`src/rtl/ola_pkg.sv`:
```
`default_nettype none
// ============================================================================
//  Module      : ola_pkg
//  Description : Shared types and sizing helpers for the overlap-add framer.
//  Revision    : 1.0 - initial release
// ============================================================================
package ola_pkg;

    // Framer / accumulator sequencing
    typedef enum logic [2:0] {
        FILL  = 3'd0,
        PAD   = 3'd1,
        FEED  = 3'd2,
        WAIT  = 3'd3,
        FLUSH = 3'd4,
        DONE  = 3'd5
    } ola_state_e;

    // Index width for a memory of the given depth (never narrower than 1 bit)
    function automatic int ptr_w(input int depth);
        return (depth > 1) ? $clog2(depth) : 1;
    endfunction

    // Width of a counter that must be able to hold the value maxval itself
    function automatic int cnt_w(input int maxval);
        return $clog2(maxval + 1);
    endfunction

endpackage
`default_nettype wire

```
`src/rtl/ola_sat_add.sv`:
```
`default_nettype none
// ============================================================================
//  Module      : ola_sat_add
//  Description : Combinational signed saturating adder with overflow flag.
//  Revision    : 1.0 - initial release
// ============================================================================
module ola_sat_add
    import ola_pkg::*;
#(
    parameter int DATA_WIDTH = 16
) (
    input  logic signed [DATA_WIDTH-1:0] i_a,
    input  logic signed [DATA_WIDTH-1:0] i_b,
    output logic signed [DATA_WIDTH-1:0] o_sum,
    output logic                         o_ovf
);

    localparam logic signed [DATA_WIDTH-1:0] c_MAX = {1'b0, {(DATA_WIDTH-1){1'b1}}};
    localparam logic signed [DATA_WIDTH-1:0] c_MIN = {1'b1, {(DATA_WIDTH-1){1'b0}}};

    logic signed [DATA_WIDTH:0] w_full;

    // One guard bit; the two top bits disagree exactly when the result is out of range
    always_comb begin
        w_full = {i_a[DATA_WIDTH-1], i_a} + {i_b[DATA_WIDTH-1], i_b};
        o_ovf  = w_full[DATA_WIDTH] ^ w_full[DATA_WIDTH-1];
        if (!o_ovf) begin
            o_sum = w_full[DATA_WIDTH-1:0];
        end else if (w_full[DATA_WIDTH]) begin
            o_sum = c_MIN;
        end else begin
            o_sum = c_MAX;
        end
    end

endmodule
`default_nettype wire

```
`src/rtl/overlap_add_stream.sv`:
```
`default_nettype none
// ============================================================================
//  Module      : overlap_add_stream
//  Description : Cuts a sample stream into N-point windows advanced by
//                HOP = N-OVERLAP, streams each window to the FFT core and
//                overlap-adds the returned frames with saturation. The last
//                window is zero-padded and the OVERLAP-sample tail flushed.
//  Revision    : 1.0 - initial release
// ============================================================================
module overlap_add_stream
    import ola_pkg::*;
#(
    parameter int N          = 128,
    parameter int OVERLAP    = 64,
    parameter int DATA_WIDTH = 16,
    parameter int COMPLEX_IN = 0
) (
    input  logic                  clock,
    input  logic                  reset,
    input  logic [DATA_WIDTH-1:0] din_re,
    input  logic [DATA_WIDTH-1:0] din_im,
    input  logic                  din_valid,
    output logic                  din_ready,
    input  logic                  din_last,
    output logic                  di_en,
    output logic [DATA_WIDTH-1:0] di_re,
    output logic [DATA_WIDTH-1:0] di_im,
    input  logic                  do_en,
    input  logic [DATA_WIDTH-1:0] do_re,
    input  logic [DATA_WIDTH-1:0] do_im,
    output logic [DATA_WIDTH-1:0] dout_re,
    output logic [DATA_WIDTH-1:0] dout_im,
    output logic                  dout_valid,
    output logic                  dout_last,
    output logic                  overflow,
    output logic                  done
);

    localparam int DW   = DATA_WIDTH;
    localparam int c_HOP = N - OVERLAP;
    localparam int c_PW  = ptr_w(N);
    localparam int c_CW  = cnt_w(N);
    localparam int c_OW  = ptr_w(OVERLAP);

    localparam logic [c_PW-1:0] c_LAST_K  = c_PW'(N - 1);
    localparam logic [c_PW-1:0] c_HOP_K   = c_PW'(c_HOP);
    localparam logic [c_PW-1:0] c_OV_K    = c_PW'(OVERLAP);
    localparam logic [c_OW-1:0] c_OV_LAST = c_OW'(OVERLAP - 1);
    localparam logic [c_CW-1:0] c_TGT_N   = c_CW'(N);
    localparam logic [c_CW-1:0] c_TGT_HOP = c_CW'(c_HOP);

    // ------------------------------------------------------------------
    // State and datapath registers
    // ------------------------------------------------------------------
    ola_state_e      r_state;
    ola_state_e      w_state_nx;
    logic [c_PW-1:0] r_wptr;
    logic [c_CW-1:0] r_cnt;
    logic [c_PW-1:0] r_fcnt;
    logic [c_PW-1:0] r_k;
    logic [c_OW-1:0] r_fl;
    logic            r_first_frame;
    logic            r_last_window;

    logic            r_din_ready;
    logic            r_done;
    logic            r_di_en;
    logic [DW-1:0]   r_di_re;
    logic [DW-1:0]   r_di_im;
    logic [DW-1:0]   r_dout_re;
    logic [DW-1:0]   r_dout_im;
    logic            r_dout_valid;
    logic            r_dout_last;
    logic            r_overflow;

    logic [DW-1:0]   r_win_re [N];
    logic [2*DW-1:0] r_ov_mem [OVERLAP];

    // ------------------------------------------------------------------
    // Combinational control
    // ------------------------------------------------------------------
    logic            w_accept;
    logic [c_CW-1:0] w_target;
    logic [c_CW-1:0] w_cnt_inc;
    logic            w_cnt_hit;
    logic            w_wr_en;
    logic            w_wr_zero;
    logic            w_set_last;
    logic            w_emit;
    logic            w_ov_we;
    logic            w_ov_use;
    logic [c_PW-1:0] w_rptr;
    logic [c_OW-1:0] w_ov_raddr;
    logic [c_OW-1:0] w_ov_waddr;
    logic [2*DW-1:0] w_ov_rd;
    logic [DW-1:0]   w_rd_re;
    logic [DW-1:0]   w_rd_im;
    logic [DW-1:0]   w_add_b_re;
    logic [DW-1:0]   w_add_b_im;
    logic [DW-1:0]   w_sum_re;
    logic [DW-1:0]   w_sum_im;
    logic            w_ovf_re;
    logic            w_ovf_im;

    // The first window needs a full N samples, later ones only the new HOP
    assign w_target  = r_first_frame ? c_TGT_N : c_TGT_HOP;
    assign w_cnt_inc = r_cnt + c_CW'(1);
    assign w_cnt_hit = (w_cnt_inc == w_target);
    assign w_accept  = din_valid & r_din_ready & (r_state == FILL);

    // Oldest sample sits at the write pointer, so reading starts there
    assign w_rptr  = r_wptr + r_fcnt;
    assign w_rd_re = r_win_re[w_rptr];

    // One overlap buffer suffices: slots 0..OVERLAP-1 are read before k reaches HOP
    assign w_ov_raddr = (r_state == FLUSH) ? r_fl : r_k[c_OW-1:0];
    assign w_ov_waddr = c_OW'(r_k - c_HOP_K);
    assign w_ov_rd    = r_ov_mem[w_ov_raddr];

    // Stale overlap contents are masked on the first frame after reset
    assign w_ov_use   = !r_first_frame && (r_k < c_OV_K);
    assign w_add_b_re = w_ov_use ? w_ov_rd[2*DW-1:DW] : '0;
    assign w_add_b_im = w_ov_use ? w_ov_rd[DW-1:0]    : '0;

    ola_sat_add #(.DATA_WIDTH(DW)) u_add_re (
        .i_a   (do_re),
        .i_b   (w_add_b_re),
        .o_sum (w_sum_re),
        .o_ovf (w_ovf_re)
    );

    ola_sat_add #(.DATA_WIDTH(DW)) u_add_im (
        .i_a   (do_im),
        .i_b   (w_add_b_im),
        .o_sum (w_sum_im),
        .o_ovf (w_ovf_im)
    );

    // Imaginary window storage exists only for complex input
    generate
        if (COMPLEX_IN != 0) begin : g_cplx
            logic [DW-1:0] r_win_im [N];

            // Imaginary window buffer write, zero during padding
            always_ff @(posedge clock) begin
                if (w_wr_en) begin
                    r_win_im[r_wptr] <= w_wr_zero ? '0 : din_im;
                end
            end

            assign w_rd_im = r_win_im[w_rptr];
        end else begin : g_real
            logic w_unused_im;
            assign w_unused_im = ^din_im;
            assign w_rd_im     = '0;
        end
    endgenerate

    // Next-state and per-cycle strobes
    always_comb begin
        w_state_nx = r_state;
        w_wr_en    = 1'b0;
        w_wr_zero  = 1'b0;
        w_set_last = 1'b0;
        w_emit     = 1'b0;
        w_ov_we    = 1'b0;
        case (r_state)
            FILL: begin
                if (w_accept) begin
                    w_wr_en = 1'b1;
                    if (w_cnt_hit) begin
                        w_set_last = din_last;
                        w_state_nx = FEED;
                    end else if (din_last) begin
                        w_set_last = 1'b1;
                        w_state_nx = PAD;
                    end
                end
            end
            PAD: begin
                w_wr_en   = 1'b1;
                w_wr_zero = 1'b1;
                if (w_cnt_hit) begin
                    w_state_nx = FEED;
                end
            end
            FEED: begin
                if (r_fcnt == c_LAST_K) begin
                    w_state_nx = WAIT;
                end
            end
            WAIT: begin
                if (do_en) begin
                    w_emit  = (r_k < c_HOP_K);
                    w_ov_we = (r_k >= c_HOP_K);
                    if (r_k == c_LAST_K) begin
                        w_state_nx = r_last_window ? FLUSH : FILL;
                    end
                end
            end
            FLUSH: begin
                if (r_fl == c_OV_LAST) begin
                    w_state_nx = DONE;
                end
            end
            DONE: begin
                w_state_nx = DONE;
            end
            default: begin
                w_state_nx = FILL;
            end
        endcase
    end

    // State register plus the outputs that depend only on the state
    always_ff @(posedge clock or posedge reset) begin
        if (reset) begin
            r_state     <= FILL;
            r_din_ready <= 1'b0;
            r_done      <= 1'b0;
        end else begin
            r_state     <= w_state_nx;
            r_din_ready <= (w_state_nx == FILL);
            r_done      <= (w_state_nx == DONE);
        end
    end

    // Window buffer write: accepted samples or padding zeros
    always_ff @(posedge clock) begin
        if (w_wr_en) begin
            r_win_re[r_wptr] <= w_wr_zero ? '0 : din_re;
        end
    end

    // Overlap buffer write: second half of each returned frame
    always_ff @(posedge clock) begin
        if (w_ov_we) begin
            r_ov_mem[w_ov_waddr] <= {do_re, do_im};
        end
    end

    // Pointers, counters, flags and registered stream outputs
    always_ff @(posedge clock or posedge reset) begin
        if (reset) begin
            r_wptr        <= '0;
            r_cnt         <= '0;
            r_fcnt        <= '0;
            r_k           <= '0;
            r_fl          <= '0;
            r_first_frame <= 1'b1;
            r_last_window <= 1'b0;
            r_di_en       <= 1'b0;
            r_di_re       <= '0;
            r_di_im       <= '0;
            r_dout_re     <= '0;
            r_dout_im     <= '0;
            r_dout_valid  <= 1'b0;
            r_dout_last   <= 1'b0;
            r_overflow    <= 1'b0;
        end else begin
            r_di_en      <= 1'b0;
            r_dout_valid <= 1'b0;
            r_dout_last  <= 1'b0;

            if (w_wr_en) begin
                r_wptr <= r_wptr + c_PW'(1);
                r_cnt  <= w_cnt_inc;
            end
            if (w_set_last) begin
                r_last_window <= 1'b1;
            end

            if (r_state == FEED) begin
                r_di_en <= 1'b1;
                r_di_re <= w_rd_re;
                r_di_im <= w_rd_im;
                r_fcnt  <= r_fcnt + c_PW'(1);
                r_cnt   <= '0;
            end

            if ((r_state == WAIT) && do_en) begin
                r_k <= r_k + c_PW'(1);
                if (r_k == c_LAST_K) begin
                    r_first_frame <= 1'b0;
                end
            end
            if (w_emit) begin
                r_dout_re    <= w_sum_re;
                r_dout_im    <= w_sum_im;
                r_dout_valid <= 1'b1;
                if (w_ovf_re || w_ovf_im) begin
                    r_overflow <= 1'b1;
                end
            end

            if (r_state == FLUSH) begin
                r_dout_re    <= w_ov_rd[2*DW-1:DW];
                r_dout_im    <= w_ov_rd[DW-1:0];
                r_dout_valid <= 1'b1;
                r_dout_last  <= (r_fl == c_OV_LAST);
                r_fl         <= r_fl + c_OW'(1);
            end
        end
    end

    assign din_ready  = r_din_ready;
    assign done       = r_done;
    assign di_en      = r_di_en;
    assign di_re      = r_di_re;
    assign di_im      = r_di_im;
    assign dout_re    = r_dout_re;
    assign dout_im    = r_dout_im;
    assign dout_valid = r_dout_valid;
    assign dout_last  = r_dout_last;
    assign overflow   = r_overflow;

endmodule
`default_nettype wire

```
`config.mk`:
```
export PLATFORM = sky130hd
export DESIGN_NAME = overlap_add_stream
export DESIGN_NICKNAME = d
export VERILOG_FILES = /design/src/rtl/ola_pkg.sv /design/src/rtl/ola_sat_add.sv /design/src/rtl/overlap_add_stream.sv
export SDC_FILE = /design/constraint.sdc
export NUM_CORES = 2
export LEC_CHECK = 0
export ABC_AREA = 0
export CORE_UTILIZATION = 55
export DETAILED_ROUTE_END_ITERATION = 8
export GPL_ROUTABILITY_DRIVEN = 0
export PLACE_DENSITY = 0.71
export SLEW_MARGIN = 20
export SYNTH_ARGS = -nofsm -noshare
export SYNTH_HDL_FRONTEND = slang
export SYNTH_HIERARCHICAL = 1
export SYNTH_SLANG_ARGS = --single-unit
```
`constraint.sdc`:
```
create_clock -name clock -period 13.2 [get_ports clock]
set_clock_uncertainty 0.15 [all_clocks]
set_input_delay 3.96 -clock clock [delete_from_list [all_inputs] [get_ports clock]]
set_output_delay 3.96 -clock clock [all_outputs]
set_load 0.05 [all_outputs]
```
# Word-level counts from Yosys, hierarchy flattened
# Memories as Yosys holds them, arrays and structs flattened. A register that Yosys moved wholly into a read port is not among the register bits.
# Cells that the tools add are included.
# word_totals
regBits	78
ramBits	4096
in_bits	69
mem_count	2
# classes
addsub	9
order_cmp	2
eq_ne	10
n_mux	44
bitwise_logic	4
n_reduce_logical	10
# mem_list
memory	words	width	rd	rd_clocked_by_memory_dff	wr	line_no	rtl
r_ov_mem	64	32	1	0	1	overlap_add_stream.sv:77	logic [2*DW-1:0] r_ov_mem [OVERLAP];
r_win_re	128	16	1	1	1	overlap_add_stream.sv:76	logic [DW-1:0] r_win_re [N];
# op_table
operator	count
$mux 16	11
$add 16x16->17	2
$mux 3	9
$mux 8	3
$add 7x1->7 const B	3
$mux 1	18
$pmux 3 s6	1
$eq 7x7->1 const B	2
$eq 3x3->1 const B	3
$add 8x1->8 const B	1
$eq 8x8->1	1
$add 7x7->7	1
$ge 7x7->1 const B	1
$lt 7x7->1 const B	1
$add 6x1->6 const B	1
$eq 3x2->1 const B	2
$eq 6x6->1 const B	1
$logic_not 3->1	2
$mux 6	1
$sub 6x1->6 const B	1
$reduce_and 2->1	2
$reduce_bool 2->1	2
$eq 3x1->1 const B	1
$and 1x1->1	2
5 further kinds	7

# Logic depth before layout (Yosys ltp)
# An unclocked memory read counts as a cell.
# logic_depth
depth_word	9
ltp_mapped	28
mapped_depth_nobuf	20

# Hierarchy
# The synthesis kept the hierarchy.
# by_module_without_submodules
mod	n_inst	cells_per_inst	area_per_inst_um2	seq_area_each_um2
overlap_add_stream	1	10010	164686.7	125351.5
ola_sat_add	2	126	1041.0	0.0

# Worst setup path after synthesis
# No wires, ideal clock.
# synth_path
kind	input port to flip-flop
startpoint	input din_re[0]
endpoint	memory r_win_re[0][0] (netlist bit) (data pin)
setup_time_ps	828
t_arrival_ps	7073
slack_ps	5149
cell_stages	1
n_path_buf	0
path_cell_list	nor2b_1
# synth_via
elab_chain_len	1
# synth_rtl
item	line_no	rtl
from (decl)	overlap_add_stream.sv:20	input logic [DATA_WIDTH-1:0] din_re,
$mux 16	overlap_add_stream.sv:231	r_win_re[r_wptr] <= w_wr_zero ? '0 : din_re;
to (decl)	overlap_add_stream.sv:76	
# Every way passes these cells.

# Final worst setup path
# layout_path
startpoint	register r_state[2]
endpoint	register r_dout_re[0] (netlist: dout_re[0])
# layout_via
elab_chain_len	9
# layout_rtl
item	line_no	rtl
from (decl)	overlap_add_stream.sv:55	ola_state_e r_state;
from (signal assigned)	overlap_add_stream.sv:222	r_state <= w_state_nx;
$eq 3x3->1 (*)	overlap_add_stream.sv:116	assign w_ov_raddr = (r_state == FLUSH) ? r_fl : r_k[c_OW-1:0];
$mux 6 (*)	overlap_add_stream.sv:116	
$mem_v2 64x32 (*)	n/a	
$mux 16 (*)	overlap_add_stream.sv:122	assign w_add_b_re = w_ov_use ? w_ov_rd[2*DW-1:DW] : '0;
net w_add_b_re[6]	overlap_add_stream.sv:98	logic [DW-1:0] w_add_b_re;
$add 16x16->17 (*)	ola_sat_add.sv:25	w_full = {i_a[DATA_WIDTH-1], i_a} + {i_b[DATA_WIDTH-1], i_b};
$mux 16 or $xor 1x1->1 (tied branches)	ola_sat_add.sv:29, ola_sat_add.sv:26	
$mux 16 (*)	ola_sat_add.sv:27	if (!o_ovf) begin
net w_sum_re[0]	overlap_add_stream.sv:100	logic [DW-1:0] w_sum_re;
$mux 16 (*)	overlap_add_stream.sv:287	if (w_emit) begin
$mux 16 (*)	overlap_add_stream.sv:296	if (r_state == FLUSH) begin
to (signal assigned)	overlap_add_stream.sv:288	r_dout_re <= w_sum_re;
to (signal assigned)	overlap_add_stream.sv:297	r_dout_re <= w_ov_rd[2*DW-1:DW];
to (decl)	overlap_add_stream.sv:70	logic [DW-1:0] r_dout_re;
# The timed path passes the listed nets; every way through them passes the cells marked *. The select of a mux whose other input is x is not followed.
# A chain may end at the register's enable or synchronous reset.

==> out/metrics.cfg <==
[global_routing]
grt_pass1_wl_um = 647000
grt_start_max_net_pins = 172
overflow = 0
antenna_found_initial = 18
grt_pass1_vias = 94600
grt_usage_pct = 29.1

[synth]
synth_edf_count = 4096
synth_area_sq_mm = 0.167
syn_inst = 10300
yosysTopAreaCellShare_pct = 73.8
ys_warn_count = 6
ys.flop_type = edfxtp_1
synth_cell_types = 92
async_flop_share_pct = 2.24
synth_top_cell_by_area = edfxtp_1
post-synth-top-count-cell = edfxtp_1
synth.avg_cell_area_sq_um = 16.3
synth_common_cells = edfxtp_1 (4096), nand2_1 (2090), nand3_1 (693), mux4_2 (543), mux2i_1 (293)
synth-seq-cells = 4190
synthTopCellsByArea = edfxtp_1 (74%), mux4_2 (7.3%), nand2_1 (4.7%)
yosysSeqAreaShare_pct = 75.2

[critical_path]
cp-end-kind = register
crit_slowest_cell = nand4_1
cp.buffers_inverters = 3
path_class = reg2reg
cp_max_fo = 51
worstPathCellList = or3b_4, buf_4, a21o_4, buf_4, nor2_4, buf_4, nand3_1, nand4_1, nand4_1, a22o_1, ha_1, nand2_1, a2111oi_4, nor2_1, o221ai_2, xor2_2, maj3_1, nand2_1, and3_1, a21oi_1
cpPeakStageDelay_ns = 1.00
cp_top_family = simple AND/OR/NAND/NOR gates
cp_common_cell = buf_4
start_kind = register
crit_required_ns = 13.94
arrival_ns = 9.69

[floorplan]
placementRows = 201
dieArea_sq_mm = 0.305
die_w_um = 553
io_pins = 139
start_util_pct = 55.4
core-area_sq_mm = 0.301
die_h_um = 553

[sta]
setup_violations = 0
post-route-period-util_pct = 67.9
worst_pin_slew_ns = 1.27
drv_slew = 0
period_minus_slack_ns = 8.96
relSlewSlack_pct = 15.2
hold_viol = 0
fmax_mhz = 112
tns_ns = 0
rsz0062_at_grt = no

[power]
p_clk_share_pct = 34.7
power_frac_seq_pct = 46.0
p_sw_share_pct = 27.7
p_comb_share_pct = 19.3
internal_power_mw = 23.7
leakagePower_nw = 61.3
power_switching_mw = 9.07
ir_worst_vdd_mv = 0.319
power.density_mw_per_mm2 = 175

[clocking]
ctsResizeCount = 0
cts.clk_slew.worst_paths_ns = 0.07
cts_root_buf = clkbuf_16
cts_sinks = 4190
htree_levels = 5
clock_latency_ns = 0.99
cts_buffer_depth = 4
post_cts_buffers = 0
cts-buffers-inserted = 404
cts_tree = yes
hold_buffers = 0

[routing]
viasPerCell = 6.51
vias = 96300
dr.pass1.iters = 8
route.detailed.drc = 0
wire_per_inst_um = 30.5
drt_iter0_drc = 13100
ant_nets = 0
wl_um = 451000

[final_layout]
multi_input_area_sq_mm = 0.0392
fin_nets = 10600
final_cell_area_sq_mm = 0.187
drive_gt1_share_pct = 15.8
areaGrowthSynthToFinish_pct = 11.9
num-fill-cells = 20900
register_area_sq_mm = 0.125

[worst_hold_path]
hold_class = reg2reg

[run]
cap_violations = 0

[placed_design]
portBuffers = 106
place_area_sq_mm = 0.174
dp_hpwl_um = 250000

[outcome]
status = finished clean

[final cells by class]
| type | count | share of cell area [%] |
|---|---|---|
| Sequential cell | 4190 | 67.2 |
| Antenna cell | 7 | 0.00938 |
| Timing Repair Buffer | 478 | 2.07 |
| Multi-Input combinational cell | 5383 | 21.0 |
| Tap cell | 3958 | 2.65 |
| Clock inverter | 235 | 1.23 |
| Inverter | 55 | 0.112 |
| Clock buffer | 500 | 5.75 |
[path summary, 6_finish.rpt]
path	startpoint	to	slack, ns	cells after the start
min	r_last_window	r_last_window	0.33	1
min reg2reg	r_last_window	r_last_window	0.33	1
max in group asynchronous	reset	di_re[15]	8.34	3
max reg2reg	r_state[2]	dout_re[0]	4.24	20
max	r_state[2]	dout_re[0]	4.24	20
min in group asynchronous	reset	done	3.35	2
[through the flow]
stage	hold WS [ns]	worst slack, ns	utilization, %	total power, mW	cells
5_1_grt	0.346	4.14	62.1	33.7	14800
6_report	0.327	4.24	62.1	32.7	14800
3_5_place_dp	0.308	4.70	57.7	21.6	14100
4_1_cts	0.322	4.63	62.0	32.8	14800
2_1_floorplan	0.286	5.15	-	19.4	10300
3_3_place_gp	0.299	4.84	57.7	21.5	14100
[registers in the layout, summed over array words and instances (netlist names), 3 cells and up]
register / count
r_ov_mem: 2048
r_win_re: 2048
di_re: 16
dout_im: 16
dout_re: 16
r_cnt: 8
r_fcnt: 7
r_k: 7
r_wptr: 7
r_fl: 6
r_state: 3
[power by group through the flow]
stage	clock network, mW	registers [mW]	logic (mW)
after floorplan	0	15.3	4.09
after global placement	0	15.3	6.19
after detailed placement	0	15.3	6.27
after CTS	11.5	15.0	6.30
after global routing	11.9	15.1	6.67
final	11.4	15.1	6.31
[cells by family (layout without fill, tap and decap cells)]
group | count (synthesis) | count (layout) | synth area share, %
buf+inv | 704 | 1268 | 1.91
mux | 857 | 857 | 9.24
flops | 4190 | 4190 | 75.2
compound gates | 1006 | 1006 | 4.25
fa+ha+maj | 76 | 76 | 0.539
simple gates | 3369 | 3369 | 8.58
other cells | 1 | 23 | 0.00225
xor+xnor | 59 | 59 | 0.319
[layer usage]
layer	vias up	routed length, um	global-route usage [%]	part of all wire [%]
li1	40300	-	-	-
met1	49000	162000	37.8	36
met2	5862	215000	46.8	48
met3	1145	46200	5.56	10
met4	12	27900	16.0	6.2
met5	-	73	0	0.016
[cell usage in the layout, fill, tap and decap left out, drive strengths merged, types with 40 or more instances in the layout]
master | Yosys | final
a32oi | 40 | 40
edfxtp | 4096 | 4096
buf | 367 | 404
a21oi | 230 | 230
inv | 55 | 66
and3 | 59 | 59
a211oi | 104 | 104
o21ai | 98 | 98
mux2i | 294 | 294
clkinv | 0 | 176
nand4 | 119 | 119
a31oi | 159 | 159
nand2 | 2093 | 2093
nor2 | 291 | 291
nand3 | 695 | 695
clkbuf | 282 | 500
clkdlybuf4s50 | 0 | 74
dfrtp | 93 | 93
ha | 43 | 43
xnor2 | 43 | 43
o211ai | 44 | 44
mux4 | 543 | 543
nor2b | 50 | 50
[worst register-to-register path: stages (launching register included)]
cell       delay, ns
dfrtp_1         0.76
or3b_4          0.74
buf_4           0.45
a21o_4          0.43
buf_4           0.33
nor2_4          0.78
buf_4           0.75
nand3_1         0.22
nand4_1         0.20
nand4_1         1.00
a22o_1          0.53
ha_1            0.37
nand2_1         0.12
a2111oi_4       0.22
nor2_1          0.14
o221ai_2        0.22
xor2_2          0.80
maj3_1          0.34
nand2_1         0.05
and3_1          0.17
a21oi_1         0.12
Note: power is estimated with default switching activity, not from simulation.
